File: src/rtl/cu_pkg.sv
// Shared types and encodings for the multicycle RV32I control unit.
// FSM states, instruction classes, opcodes, write-back and trap encodings.
package cu_pkg;

  typedef enum logic [2:0] {
    S_IDLE   = 3'd0,
    S_FETCH  = 3'd1,
    S_DECODE = 3'd2,
    S_EXEC   = 3'd3,
    S_MEM    = 3'd4,
    S_WB     = 3'd5,
    S_TRAP   = 3'd6
  } state_t;

  typedef enum logic [3:0] {
    CL_R      = 4'd0,
    CL_I      = 4'd1,
    CL_LOAD   = 4'd2,
    CL_STORE  = 4'd3,
    CL_BRANCH = 4'd4,
    CL_JAL    = 4'd5,
    CL_JALR   = 4'd6,
    CL_LUI    = 4'd7,
    CL_AUIPC  = 4'd8
  } class_t;

  localparam logic [6:0] OP_R      = 7'b0110011;
  localparam logic [6:0] OP_IMM    = 7'b0010011;
  localparam logic [6:0] OP_LOAD   = 7'b0000011;
  localparam logic [6:0] OP_STORE  = 7'b0100011;
  localparam logic [6:0] OP_BRANCH = 7'b1100011;
  localparam logic [6:0] OP_JAL    = 7'b1101111;
  localparam logic [6:0] OP_JALR   = 7'b1100111;
  localparam logic [6:0] OP_LUI    = 7'b0110111;
  localparam logic [6:0] OP_AUIPC  = 7'b0010111;

  localparam logic [1:0] WB_DM  = 2'b00;
  localparam logic [1:0] WB_ALU = 2'b01;
  localparam logic [1:0] WB_PC4 = 2'b10;

  localparam logic [1:0] TRAP_NONE    = 2'b00;
  localparam logic [1:0] TRAP_ILLEGAL = 2'b01;
  localparam logic [1:0] TRAP_IMEM    = 2'b10;
  localparam logic [1:0] TRAP_DMEM    = 2'b11;

  function automatic logic is_mem(class_t c);
    return (c == CL_LOAD) || (c == CL_STORE);
  endfunction

endpackage

File: src/rtl/cu_decoder.sv
// Combinational instruction decoder: IR to class, operand selects, register
// fields, func3/subsra and an illegal-opcode flag.
module cu_decoder
  import cu_pkg::*;
(
  input  logic [31:0] ir,
  output logic [3:0]  cls,
  output logic        illegal,
  output logic        opa_sel,
  output logic        opb_sel,
  output logic        subsra,
  output logic [2:0]  func3,
  output logic [4:0]  rs1,
  output logic [4:0]  rs2,
  output logic [4:0]  rd,
  output logic [1:0]  wb_sel
);

  always_comb begin
    cls     = CL_R;
    illegal = 1'b0;
    opa_sel = 1'b1;
    opb_sel = 1'b0;
    subsra  = 1'b0;
    func3   = ir[14:12];
    rs1     = ir[19:15];
    rs2     = ir[24:20];
    rd      = ir[11:7];
    wb_sel  = WB_ALU;
    case (ir[6:0])
      OP_R: subsra = ir[30];
      OP_IMM: begin
        cls     = CL_I;
        opb_sel = 1'b1;
        // Only SRAI carries the arithmetic-shift bit; other immediates use ir[30] as data.
        subsra  = (ir[14:12] == 3'b101) && ir[30];
      end
      OP_LOAD: begin
        cls     = CL_LOAD;
        opb_sel = 1'b1;
        wb_sel  = WB_DM;
      end
      OP_STORE: begin
        cls     = CL_STORE;
        opb_sel = 1'b1;
      end
      OP_BRANCH: begin
        cls     = CL_BRANCH;
        opa_sel = 1'b0;
        opb_sel = 1'b1;
      end
      OP_JAL: begin
        cls     = CL_JAL;
        opa_sel = 1'b0;
        opb_sel = 1'b1;
        func3   = 3'b000;
        wb_sel  = WB_PC4;
      end
      OP_JALR: begin
        cls     = CL_JALR;
        opb_sel = 1'b1;
        func3   = 3'b000;
        wb_sel  = WB_PC4;
      end
      OP_LUI: begin
        cls     = CL_LUI;
        opa_sel = 1'b0;
        opb_sel = 1'b1;
        func3   = 3'b000;
        rs1     = 5'd0;
      end
      OP_AUIPC: begin
        cls     = CL_AUIPC;
        opa_sel = 1'b0;
        opb_sel = 1'b1;
        func3   = 3'b000;
      end
      default: illegal = 1'b1;
    endcase
  end

endmodule

File: src/rtl/cu_multicycle.sv
// Multicycle RV32I control unit: sequences fetch/decode/execute/memory/write-back,
// stalls on memory handshakes with a wait-state timeout, sticky traps, retire counter.
module cu_multicycle
  import cu_pkg::*;
#(
  parameter int XLEN     = 32,
  parameter int CNT_W    = 32,
  parameter int WAIT_MAX = 16
) (
  input  logic             clk,
  input  logic             reset,
  input  logic [31:0]      IMinstruction,
  output logic             imem_req,
  input  logic             imem_ready,
  output logic             dmem_req,
  output logic             dmem_we,
  input  logic             dmem_ready,
  input  logic             branch_taken,
  output logic             pc_we,
  output logic             pc_sel,
  output logic             ir_we,
  output logic             rf_we,
  output logic [4:0]       rs1,
  output logic [4:0]       rs2,
  output logic [4:0]       rd,
  output logic [2:0]       func3,
  output logic             subsra,
  output logic             opa_sel,
  output logic             opb_sel,
  output logic [1:0]       wb_sel,
  output logic             halted,
  output logic [1:0]       trap_cause,
  output logic [CNT_W-1:0] instr_count,
  output logic [2:0]       fsm_state
);

  if (XLEN != 32) begin : g_xlen_check
    $error("cu_multicycle supports XLEN=32 only");
  end

  state_t      state;
  class_t      cls;
  logic [31:0] ir;
  logic [31:0] stall_cnt;
  logic        stall_expired;

  logic [3:0]  d_cls;
  logic        d_illegal, d_opa, d_opb, d_subsra;
  logic [2:0]  d_func3;
  logic [4:0]  d_rs1, d_rs2, d_rd;
  logic [1:0]  d_wb_sel;

  cu_decoder u_decoder (
    .ir      (ir),
    .cls     (d_cls),
    .illegal (d_illegal),
    .opa_sel (d_opa),
    .opb_sel (d_opb),
    .subsra  (d_subsra),
    .func3   (d_func3),
    .rs1     (d_rs1),
    .rs2     (d_rs2),
    .rd      (d_rd),
    .wb_sel  (d_wb_sel)
  );

  // The stall on which ready is still low becomes the WAIT_MAX-th; a ready in that same cycle wins.
  assign stall_expired = (WAIT_MAX != 0) && (stall_cnt == 32'(WAIT_MAX - 1));

  // Handshakes: a request stays high until its ready is seen high in the same
  // cycle, which completes the transfer; ready with no request pending is ignored.
  always_comb begin
    imem_req = 1'b0;
    ir_we    = 1'b0;
    dmem_req = 1'b0;
    dmem_we  = 1'b0;
    pc_we    = 1'b0;
    pc_sel   = 1'b0;
    rf_we    = 1'b0;
    case (state)
      S_FETCH: begin
        imem_req = 1'b1;
        ir_we    = imem_ready;
      end
      S_EXEC: begin
        if (cls == CL_BRANCH) begin
          pc_we  = 1'b1;
          pc_sel = branch_taken;
        end
      end
      S_MEM: begin
        dmem_req = 1'b1;
        dmem_we  = (cls == CL_STORE);
        pc_we    = (cls == CL_STORE) && dmem_ready;
      end
      S_WB: begin
        rf_we  = (rd != 5'd0);
        pc_we  = 1'b1;
        pc_sel = (cls == CL_JAL) || (cls == CL_JALR);
      end
      default: ;
    endcase
  end

  assign halted    = (state == S_TRAP);
  assign fsm_state = state;

  always_ff @(posedge clk or posedge reset) begin
    if (reset) begin
      state       <= S_IDLE;
      cls         <= CL_R;
      ir          <= 32'd0;
      stall_cnt   <= 32'd0;
      instr_count <= '0;
      trap_cause  <= TRAP_NONE;
      rs1         <= 5'd0;
      rs2         <= 5'd0;
      rd          <= 5'd0;
      func3       <= 3'd0;
      subsra      <= 1'b0;
      opa_sel     <= 1'b0;
      opb_sel     <= 1'b0;
      wb_sel      <= 2'b00;
    end else begin
      if (pc_we) instr_count <= instr_count + CNT_W'(1);
      case (state)
        S_IDLE: state <= S_FETCH;
        S_FETCH: begin
          if (imem_ready) begin
            ir        <= IMinstruction;
            stall_cnt <= 32'd0;
            state     <= S_DECODE;
          end else if (stall_expired) begin
            stall_cnt  <= 32'd0;
            trap_cause <= TRAP_IMEM;
            state      <= S_TRAP;
          end else begin
            stall_cnt <= stall_cnt + 32'd1;
          end
        end
        S_DECODE: begin
          if (d_illegal) begin
            trap_cause <= TRAP_ILLEGAL;
            state      <= S_TRAP;
          end else begin
            cls     <= class_t'(d_cls);
            rs1     <= d_rs1;
            rs2     <= d_rs2;
            rd      <= d_rd;
            func3   <= d_func3;
            subsra  <= d_subsra;
            opa_sel <= d_opa;
            opb_sel <= d_opb;
            wb_sel  <= d_wb_sel;
            state   <= S_EXEC;
          end
        end
        S_EXEC: begin
          if (cls == CL_BRANCH) state <= S_FETCH;
          else if (is_mem(cls)) state <= S_MEM;
          else                  state <= S_WB;
        end
        S_MEM: begin
          if (dmem_ready) begin
            stall_cnt <= 32'd0;
            state     <= (cls == CL_LOAD) ? S_WB : S_FETCH;
          end else if (stall_expired) begin
            stall_cnt  <= 32'd0;
            trap_cause <= TRAP_DMEM;
            state      <= S_TRAP;
          end else begin
            stall_cnt <= stall_cnt + 32'd1;
          end
        end
        S_WB:    state <= S_FETCH;
        S_TRAP:  state <= S_TRAP;
        default: state <= S_IDLE;
      endcase
    end
  end

endmodule

File: config.mk
export PLATFORM = sky130hd
export DESIGN_NAME = cu_multicycle
export DESIGN_NICKNAME = d
export VERILOG_FILES = /design/src/rtl/cu_pkg.sv /design/src/rtl/cu_decoder.sv /design/src/rtl/cu_multicycle.sv
export SDC_FILE = /design/constraint.sdc
export NUM_CORES = 1
export LEC_CHECK = 0
export CORE_MARGIN = 1
export CORE_UTILIZATION = 57
export CTS_CLUSTER_DIAMETER = 100
export CTS_CLUSTER_SIZE = 25
export DETAILED_ROUTE_END_ITERATION = 10
export GPL_ROUTABILITY_DRIVEN = 1
export PLACE_DENSITY_LB_ADDON = 0.15
export SLEW_MARGIN = 5
export SYNTH_ARGS = -nofsm -noshare
export SYNTH_HDL_FRONTEND = slang
export SYNTH_SLANG_ARGS = --single-unit
export TNS_END_PERCENT = 100
File: constraint.sdc
create_clock -name clk -period 7.39 [get_ports clk]
set_clock_uncertainty 0.1 [all_clocks]
set_input_delay 1.8475 -clock clk [delete_from_list [all_inputs] [get_ports clk]]
set_output_delay 1.8475 -clock clk [all_outputs]
set_load 0.02 [all_outputs]
==> metrics.cfg <==
[pwr]
powerDensity_nw_per_um2 = 325
ir_drop_mv = 0.279
power.leakage_nw = 3.32

[drt]
drtIter0Drc = 228
vias = 4625
wirelength_mm = 13.6
via_per_inst = 5.75
drc = 0
detail_route.wl_per_cell_um = 16.9
antenna_left = 0
drt_first_pass_iters = 4

[synthesis]
syn_avg_cell_area_um2 = 10.5
async_flop_share = 1.00
synth_top_area_frac = 0.515
synth_common_cells = dfrtp_1 (122), nand2_1 (54), nor2_1 (50)
synth-edff-count = 0
ys_ff_latch = 122
synthCells = 564
ys.flop_type = dfrtp_1
synth_nets = 603
syn_area_um2 = 5930
synth.area.top_cells = dfrtp_1 (51%), mux2_2 (5.3%), xor2_1 (4.9%), xnor2_1 (4.0%), nand2_1 (3.4%)
yosysSeqAreaShare = 0.515
synth_cell_types = 60
yosys_warnings = 0
synth.most_common_cell = dfrtp_1
synth_largest_area_cell = dfrtp_1

[final_layout]
drive_gt1_frac = 0.116
fillers = 689
fin_nets = 699
syn_to_final_growth_pct = 27.2
diodes = 0
design_area_um2 = 7540

[clock_network]
clk_pin_slew_ns = 0.05
numCtsBuffers = 17
post_cts_resized = 0
cts_sinks = 122
htree_levels = 4
hold_buffers = 0
cts_setup_buffers = 0
clk_latency_ns = 0.52
root_buffer = clkbuf_8
cts_buffer_depth = 2
cts_tree = built

[die]
coreArea_um2 = 9910
initial_core_util = 0.598
die-height_um = 104
fp.dieW_um = 104
pin_count = 105
dieArea_um2 = 10800
num_rows = 36

[worst_hold_path]
hp-class = flip-flop to flip-flop

[global_route]
grt_pass1_wl_mm = 22.7
grt_use_total = 0.267
antenna_found_initial = 0
grt_overflow = 0
grt_pass1_vias = 4652
grt_max_degree = 65

[timing]
setup_viol = 0
period_share = 0.774
worstMarginPinSlew_ns = 1.01
period_minus_slack_ns = 5.72
setup-tns-final_ns = 0
maxSlewViolCount = 0
hold_viol_final = 0
max-slew-margin-rel = 0.328
grt_setup_unrepaired = false
max_freq_mhz = 175
setup_slack_ns = 1.67

[placed_design]
gp_congestion = 0.850
place_hpwl_mm = 8.88
numPortBuffers = 98
post_dp_cell_area_um2 = 6980
dp_slack_ns = 1.72

[flow_run]
maxCapViolations = 0

[outcome]
status = complete, no violations

[critical_path]
worst_ep_required_time_ns = 5.44
start_kind = input pin
criticalPathCategory = input pin to output port
end_kind = output port
cp.arrival_ns = 3.77
critPathMaxFanout = 12

cells in the final DEF (no fill, tap or decap), types with 23 or more instances in the layout:
cell             Yosys  routed
clkdlybuf4s50_1      0      98
xor2_1              33      33
nand4_1             26      26
nor2_1              50      50
nand3_1             23      23
o21ai_0             25      25
mux2_2              28      28
xnor2_1             27      27
dfrtp_1            122     122
nand2_1             54      54
cells by family (layout without fill, tap and decap cells):
group	after synthesis	after routing	synth area share
mux	31	31	0.0582
buf+inv	44	151	0.0333
simple gates	234	234	0.219
fa+ha+maj	2	2	0.00422
compound gates	70	70	0.0793
xor+xnor	61	61	0.0914
flops	122	122	0.515
registers in the layout, indices dropped and copies added (netlist names), 4 cells and up:
name,count
cls,4
stall_cnt,32
rs1,5
ir,26
rs2,5
rd,5
instr_count,32
worst paths after layout:
check	startpoint	slack, ns	endpoint	depth (start not counted)
hold / removal	instr_count[31]	0.37	instr_count[31]	1
min in group asynchronous	reset	1.71	instr_count[31]	2
hold reg to reg	instr_count[31]	0.37	instr_count[31]	1
setup reg to reg	ir[4]	4.84	fsm_state[0]	4
setup / recovery	dmem_ready	1.67	pc_we	4
max in group asynchronous	reset	4.15	fsm_state[2]	3
where the power goes:
| part | total, W | switching, W | internal (W) | leakage (nW) |
|---|---|---|---|---|
| Combinational | 0.000695 | 0.000375 | 0.000320 | 1.44 |
| Sequential | 0.000969 | 0.000159 | 0.000810 | 1.61 |
| Clock | 0.000784 | 0.000284 | 0.000500 | 0.272 |
| Total | 0.00245 | 0.000819 | 0.00163 | 3.32 |
critical path, cell delays in order:
cell and delay (ns):
clkdlybuf4s50_1 0.61, a41oi_1 0.20, nand2_1 0.40, clkdlybuf4s50_1 0.70
stage by stage:
step | utilization | cells | total power [W] | hold WS [ns]
3_3_place_gp | 0.705 | 774 | 0.00163 | 0.355
5_1_grt | 0.761 | 804 | 0.00257 | 0.404
4_1_cts | 0.761 | 804 | 0.00246 | 0.376
2_1_floorplan | - | 564 | 0.00142 | 0.372
6_report | 0.761 | 804 | 0.00245 | 0.368
3_5_place_dp | 0.705 | 774 | 0.00166 | 0.363
routing by layer:
layer | part of all wire | GRT usage | vias up | wire (µm)
met3 | 0.055 | 0.0764 | 38 | 747
met4 | 0.028 | 0.134 | 0 | 380
met1 | 0.43 | 0.338 | 2256 | 5820
li1 | - | - | 2187 | -
met5 | 0 | 0 | - | 0
met2 | 0.49 | 0.421 | 144 | 6620
cell type report:
class,instances,area [µm²],share of cell area
Sequential cell,122,3050,0.405
Multi-Input combinational cell,398,2690,0.356
Timing Repair Buffer,100,996,0.132
Clock buffer,22,463,0.0614
Tap cell,133,166,0.0221
Clock inverter,8,95.1,0.0126
Inverter,21,81.3,0.0108
Power figures use the tool's default switching activity.
